[src/rtl/vga_timing_gen.sv]
// VGA raster timing generator with built-in test patterns and an external pixel fetch port.
// Counters advance on pix_ce; sync and colour leave through a two-stage pipeline so they stay aligned.
module vga_timing_gen #(
    parameter int   H_VISIBLE = 800,
    parameter int   H_FRONT   = 56,
    parameter int   H_SYNC    = 120,
    parameter int   H_BACK    = 64,
    parameter int   V_VISIBLE = 600,
    parameter int   V_FRONT   = 37,
    parameter int   V_SYNC    = 6,
    parameter int   V_BACK    = 23,
    parameter logic HS_POL    = 1'b1,
    parameter logic VS_POL    = 1'b1,
    parameter int   COLOR_W   = 4,
    localparam int  H_TOTAL   = H_VISIBLE + H_FRONT + H_SYNC + H_BACK,
    localparam int  V_TOTAL   = V_VISIBLE + V_FRONT + V_SYNC + V_BACK,
    localparam int  HCW       = $clog2(H_TOTAL),
    localparam int  VCW       = $clog2(V_TOTAL)
) (
    input  logic                   MAX10_CLK1_50,
    input  logic                   reset,
    input  logic                   pix_ce,
    input  logic [1:0]             mode,
    input  logic [3*COLOR_W-1:0]   solid_rgb,
    input  logic [3*COLOR_W-1:0]   pix_data,
    output logic                   pix_req,
    output logic [HCW-1:0]         req_x,
    output logic [VCW-1:0]         req_y,
    output logic                   frame_start,
    output logic [COLOR_W-1:0]     VGA_R,
    output logic [COLOR_W-1:0]     VGA_G,
    output logic [COLOR_W-1:0]     VGA_B,
    output logic                   VGA_HS,
    output logic                   VGA_VS
);

    localparam int RGB_W    = 3 * COLOR_W;
    localparam int HS_START = H_VISIBLE + H_FRONT;
    localparam int HS_END   = HS_START + H_SYNC;
    localparam int VS_START = V_VISIBLE + V_FRONT;
    localparam int VS_END   = VS_START + V_SYNC;
    localparam int BAR_W    = H_VISIBLE / 8;

    logic [HCW-1:0]   hcount;
    logic [VCW-1:0]   vcount;
    logic             h_last, v_last, active, hs_now, vs_now;
    logic [1:0]       mode_q, eff_mode;
    logic [RGB_W-1:0] solid_q, eff_solid, pat_rgb;

    logic             hs_p1, vs_p1, vld_p1, ext_p1;
    logic [RGB_W-1:0] rgb_p1;
    logic             hs_p2, vs_p2;
    logic [RGB_W-1:0] rgb_p2;

    // Bar index found by threshold compares, so no divider is needed; the last bar absorbs the remainder.
    function automatic logic [RGB_W-1:0] bar_rgb(input logic [HCW-1:0] x);
        logic [2:0] idx;
        idx = 3'd0;
        for (int i = 1; i < 8; i++)
            if (x >= HCW'(i * BAR_W))
                idx = 3'(i);
        return {{COLOR_W{~idx[1]}}, {COLOR_W{~idx[2]}}, {COLOR_W{~idx[0]}}};
    endfunction

    function automatic logic checker_on(input logic [HCW-1:0] x, input logic [VCW-1:0] y);
        return ((32'(x) >> 5) & 32'd1) != ((32'(y) >> 5) & 32'd1);
    endfunction

    assign h_last = (hcount == HCW'(H_TOTAL - 1));
    assign v_last = (vcount == VCW'(V_TOTAL - 1));
    assign active = (hcount < HCW'(H_VISIBLE)) && (vcount < VCW'(V_VISIBLE));
    assign hs_now = (hcount >= HCW'(HS_START)) && (hcount < HCW'(HS_END));
    assign vs_now = (vcount >= VCW'(VS_START)) && (vcount < VCW'(VS_END));

    assign frame_start = !reset && pix_ce && (hcount == '0) && (vcount == '0);
    assign pix_req     = !reset && pix_ce && active;
    assign req_x       = hcount;
    assign req_y       = vcount;

    // The first pixel of a frame already uses the settings being latched on that same cycle.
    assign eff_mode  = frame_start ? mode      : mode_q;
    assign eff_solid = frame_start ? solid_rgb : solid_q;

    always_ff @(posedge MAX10_CLK1_50) begin
        if (reset) begin
            hcount <= '0;
            vcount <= '0;
        end else if (pix_ce) begin
            if (h_last) begin
                hcount <= '0;
                vcount <= v_last ? '0 : vcount + 1'b1;
            end else begin
                hcount <= hcount + 1'b1;
            end
        end
    end

    always_ff @(posedge MAX10_CLK1_50) begin
        if (reset) begin
            mode_q  <= 2'd0;
            solid_q <= '0;
        end else if (frame_start) begin
            mode_q  <= mode;
            solid_q <= solid_rgb;
        end
    end

    always_comb begin
        pat_rgb = '0;
        case (eff_mode)
            2'd0:    pat_rgb = eff_solid;
            2'd1:    pat_rgb = bar_rgb(hcount);
            2'd2:    pat_rgb = {RGB_W{checker_on(hcount, vcount)}};
            default: pat_rgb = '0;
        endcase
        if (!active)
            pat_rgb = '0;
    end

    // Stage 1: sync, active flag and pattern colour of the current counters.
    always_ff @(posedge MAX10_CLK1_50) begin
        if (reset) begin
            hs_p1  <= ~HS_POL;
            vs_p1  <= ~VS_POL;
            vld_p1 <= 1'b0;
            ext_p1 <= 1'b0;
            rgb_p1 <= '0;
        end else if (pix_ce) begin
            hs_p1  <= hs_now ? HS_POL : ~HS_POL;
            vs_p1  <= vs_now ? VS_POL : ~VS_POL;
            vld_p1 <= active;
            ext_p1 <= (eff_mode == 2'd3);
            rgb_p1 <= pat_rgb;
        end
    end

    // Stage 2: output registers; external pixel data arrives on this step, one pix_ce after its request.
    always_ff @(posedge MAX10_CLK1_50) begin
        if (reset) begin
            hs_p2  <= ~HS_POL;
            vs_p2  <= ~VS_POL;
            rgb_p2 <= '0;
        end else if (pix_ce) begin
            hs_p2  <= hs_p1;
            vs_p2  <= vs_p1;
            rgb_p2 <= ext_p1 ? (vld_p1 ? pix_data : '0) : rgb_p1;
        end
    end

    assign VGA_HS = hs_p2;
    assign VGA_VS = vs_p2;
    assign VGA_R  = rgb_p2[RGB_W-1 -: COLOR_W];
    assign VGA_G  = rgb_p2[2*COLOR_W-1 -: COLOR_W];
    assign VGA_B  = rgb_p2[COLOR_W-1:0];

endmodule

[config.mk]
export PLATFORM = sky130hd
export DESIGN_NAME = vga_timing_gen
export DESIGN_NICKNAME = d
export VERILOG_FILES = /design/src/rtl/vga_timing_gen.sv
export SDC_FILE = /design/constraint.sdc
export NUM_CORES = 1
export LEC_CHECK = 0
export CELL_PAD_IN_SITES_DETAIL_PLACEMENT = 0
export CELL_PAD_IN_SITES_GLOBAL_PLACEMENT = 2
export CORE_ASPECT_RATIO = 1.5
export CORE_UTILIZATION = 30
export CTS_CLUSTER_DIAMETER = 60
export CTS_CLUSTER_SIZE = 28
export DETAILED_ROUTE_END_ITERATION = 16
export PLACE_DENSITY_LB_ADDON = 0.1
export SLEW_MARGIN = 20
export SYNTH_ARGS = -nofsm -noshare
export SYNTH_HDL_FRONTEND = slang
export SYNTH_SLANG_ARGS = --single-unit
[constraint.sdc]
create_clock -name MAX10_CLK1_50 -period 3.05 [get_ports MAX10_CLK1_50]
set_input_delay 0.305 -clock MAX10_CLK1_50 [delete_from_list [all_inputs] [get_ports MAX10_CLK1_50]]
set_output_delay 0.305 -clock MAX10_CLK1_50 [all_outputs]
set_load 0.1 [all_outputs]
==> impl_metrics.toml <==
[status]
status = "finished clean"

[cts]
ctsRootBufferMaster = "clkbuf_16"
cts_buffers = 9
clock_sinks = 65
ctsResizeCount = 0
cts_hold_buf = 0
clock_latency_ns = 0.33
clk_pin_slew_ns = 0.06
clockBufferDepth = 2
tritoncts = "done"
cts_setup_buffers = 0
cts.htree.levels = 3

[sta]
fin_ws_ns = 0.3310
tns_ns = 0
slew_headroom_pct = 34.87
skew_ns = 0.007328
tightest_slew_ns = 0.9739
finalSetupViolCount = 0
hold_violations = 0
period_share_pct = 89.15
slew_violations = 0
fmax_mhz = 367.8
fin_crit_ns = 2.719
grt_setup_unrepaired = "no"

[yosys]
ys_ff_latch = 65
avgSynthCellArea_um2 = 8.163
synth_fp_nets = 428
synth_flop_cell = "dfxtp_1"
synth.distinct_cells = 50
yosysWarningCount = 0
async_flop_share_pct = 0
synth_edf_count = 0
syn_inst = 393
synth.top_cell.area_share_pct = 40.56
yosys.area.top_type = "dfxtp_1"
synth_area_leaders = "dfxtp_1 (41%), nor2_1 (6.6%), a21oi_1 (4.4%)"
seq_area_frac_synth_pct = 40.56
syn_area_mm2 = 0.003208

[detailed_routing]
totalWireLength_um = 9336
drc = 0
first_iter_violations = 87
wire_per_inst_um = 15.41
routed_via_density = 4.990
vias = 3024
firstDrtPassIters = 4
postRouteAntennaNets = 0

[critical_path]
critical_path.max_fanout = 24
worstSetupPathType = "reg -> reg"
critPathRequiredTime_ns = 3.23
cp-end-kind = "flop"
critPathLaunchType = "flop"
cp.arrival_ns = 2.90

[floorplanning]
start_util_pct = 31.31
dieArea_mm2 = 0.01112
die_h_um = 128.7
core.rowCount = 45
die_w_um = 86.44
io_pins = 66
core_area_mm2 = 0.01025

[cells_and_area]
layout-drive-gt1-share_pct = 13.98
fill_cells = 1090
nets = 495
final_area_mm2 = 0.004320
syn2layout_area_growth_pct = 34.67
num_antenna_cells = 0
multi_input_area_mm2 = 0.001762
seqCellArea_mm2 = 0.001301

[grt]
met3_usage_pct = 3.464
grt_pass1_wl_um = 15130
met2_usage_pct = 32.21
grt_busiest_layer = "met2"
grt_pass1_vias = 2977
gr-usage-met1_pct = 19.84
grt-ovfl-total = 0
antenna_found_initial = 0
grt_max_degree = 35
track_usage_pct = 17.83

[placement]
place.gp.congestion = 0.8066
placed_cell_area_mm2 = 0.004031
dp_hpwl_um = 6715
dpl_worst_slack_ns = 0.2375
port_buffers = 65

[power_and_ir_drop]
p_leak_nw = 1.686
p_per_area_mw_per_mm2 = 521.9
peakVddDrop_mv = 0.2914

[worst_hold_path]
worstHoldPathType = "reg -> reg"

[run]
cap_violations = 0
-- cell usage in the layout (no fill, tap or decap), drive strengths merged, types with 12 or more instances in the layout --
| cell type | Yosys | layout |
|---|---|---|
| mux2i | 13 | 13 |
| a21oi | 28 | 28 |
| dfxtp | 65 | 65 |
| clkdlybuf4s50 | 0 | 41 |
| buf | 7 | 42 |
| nor2 | 56 | 56 |
| nor2b | 12 | 12 |
| a211oi | 12 | 12 |
| nand2 | 37 | 37 |
-- where the power goes --
part	total (mW)	switching, mW	leakage [nW]	internal, mW
Combinational	0.336	0.215	1.02	0.121
Sequential	0.904	0.0191	0.529	0.885
Clock	1.02	0.384	0.139	0.631
-- per-layer routing --
metal / wire [µm] / part of all wire [%] / vias to the layer above
met5: 0 / 0 / -
met4: 245 / 2.6 / 0
met3: 281 / 3.0 / 18
met2: 4851 / 52 / 68
met1: 3958 / 42 / 1411
li1: - / - / 1527
-- area by class of cell --
type / instances / share of cell area (%)
Inverter: 11 / 0.9557
Clock buffer: 11 / 5.387
Sequential cell: 65 / 30.12
Tap cell: 141 / 4.083
Multi-Input combinational cell: 290 / 40.78
Timing Repair Buffer: 83 / 17.38
Clock inverter: 5 / 1.303
-- path summary, 6_finish.rpt --
check,depth (start not counted),slack [ns],to,startpoint
setup / recovery,6,0.33,rgb_p1[2]$_SDFFE_PP0P_,req_x[4]$_SDFFE_PP0P_
setup reg to reg,6,0.33,rgb_p1[2]$_SDFFE_PP0P_,req_x[4]$_SDFFE_PP0P_
hold / removal,2,0.43,vld_p1$_SDFFE_PP0P_,vld_p1$_SDFFE_PP0P_
hold reg to reg,2,0.43,vld_p1$_SDFFE_PP0P_,vld_p1$_SDFFE_PP0P_
-- logic make-up after synthesis --
kind of cell             after synthesis  share of synthesized area (%)
AO/OA/AOI/OAI                         86                          17.86
AND/OR/NAND/NOR                      168                          25.55
flip-flops                            65                          40.56
multiplexers                          13                          4.056
adder cells (fa/ha/maj)                6                          2.340
buffers and inverters                 38                          4.992
XOR/XNOR                              17                          4.641
-- state kept, by name (all words and copies together), names as in the netlist --
| register | cells |
|---|---|
| VGA_VS | 1 |
| ext_p1 | 1 |
| solid_q | 12 |
| rgb_p1 | 12 |
| vs_p1 | 1 |
| mode_q | 2 |
| req_x | 11 |
| hs_p1 | 1 |
| req_y | 10 |
| rgb_p2 | 12 |
| vld_p1 | 1 |
| VGA_HS | 1 |
-- synthesized netlist by cell type (all sizes together) (2+ instances only) --
cell	number
nor2	56
o221ai	2
a31oi	4
nor4	5
dfxtp	65
nor2b	12
a211o	4
a41oi	4
nor3	11
nand2b	3
o21ai	10
nor4b	3
a211oi	12
o311ai	3
nand4	5
buf	7
inv	11
clkbuf	20
o31ai	4
xnor2	9
nand3	11
and3	8
and2	2
nand2	37
xor2	8
or3	6
a21oi	28
o211ai	5
or2	5
mux2i	13
ha	6
-- per-stage QoR --
step | cells | total power, mW | hold WS [ns] | util (%)
floorplan | 393 | 1.145 | 0.4161 | -
global placement | 590 | 1.260 | 0.4263 | 39.34
detailed placement | 590 | 1.261 | 0.4282 | 39.34
CTS | 606 | 2.286 | 0.4379 | 42.16
global route | 606 | 2.344 | 0.4735 | 42.16
finish | 606 | 2.255 | 0.4345 | 42.16
-- critical path: stages (launching register included) --
cell and delay (ns):
dfxtp_1 0.45, or3_4 0.48, or2_4 0.29, or4_1 0.51
buf_4 0.25, o221ai_1 0.40, a41oi_1 0.18
Note: power is estimated with default switching activity, not from simulation.
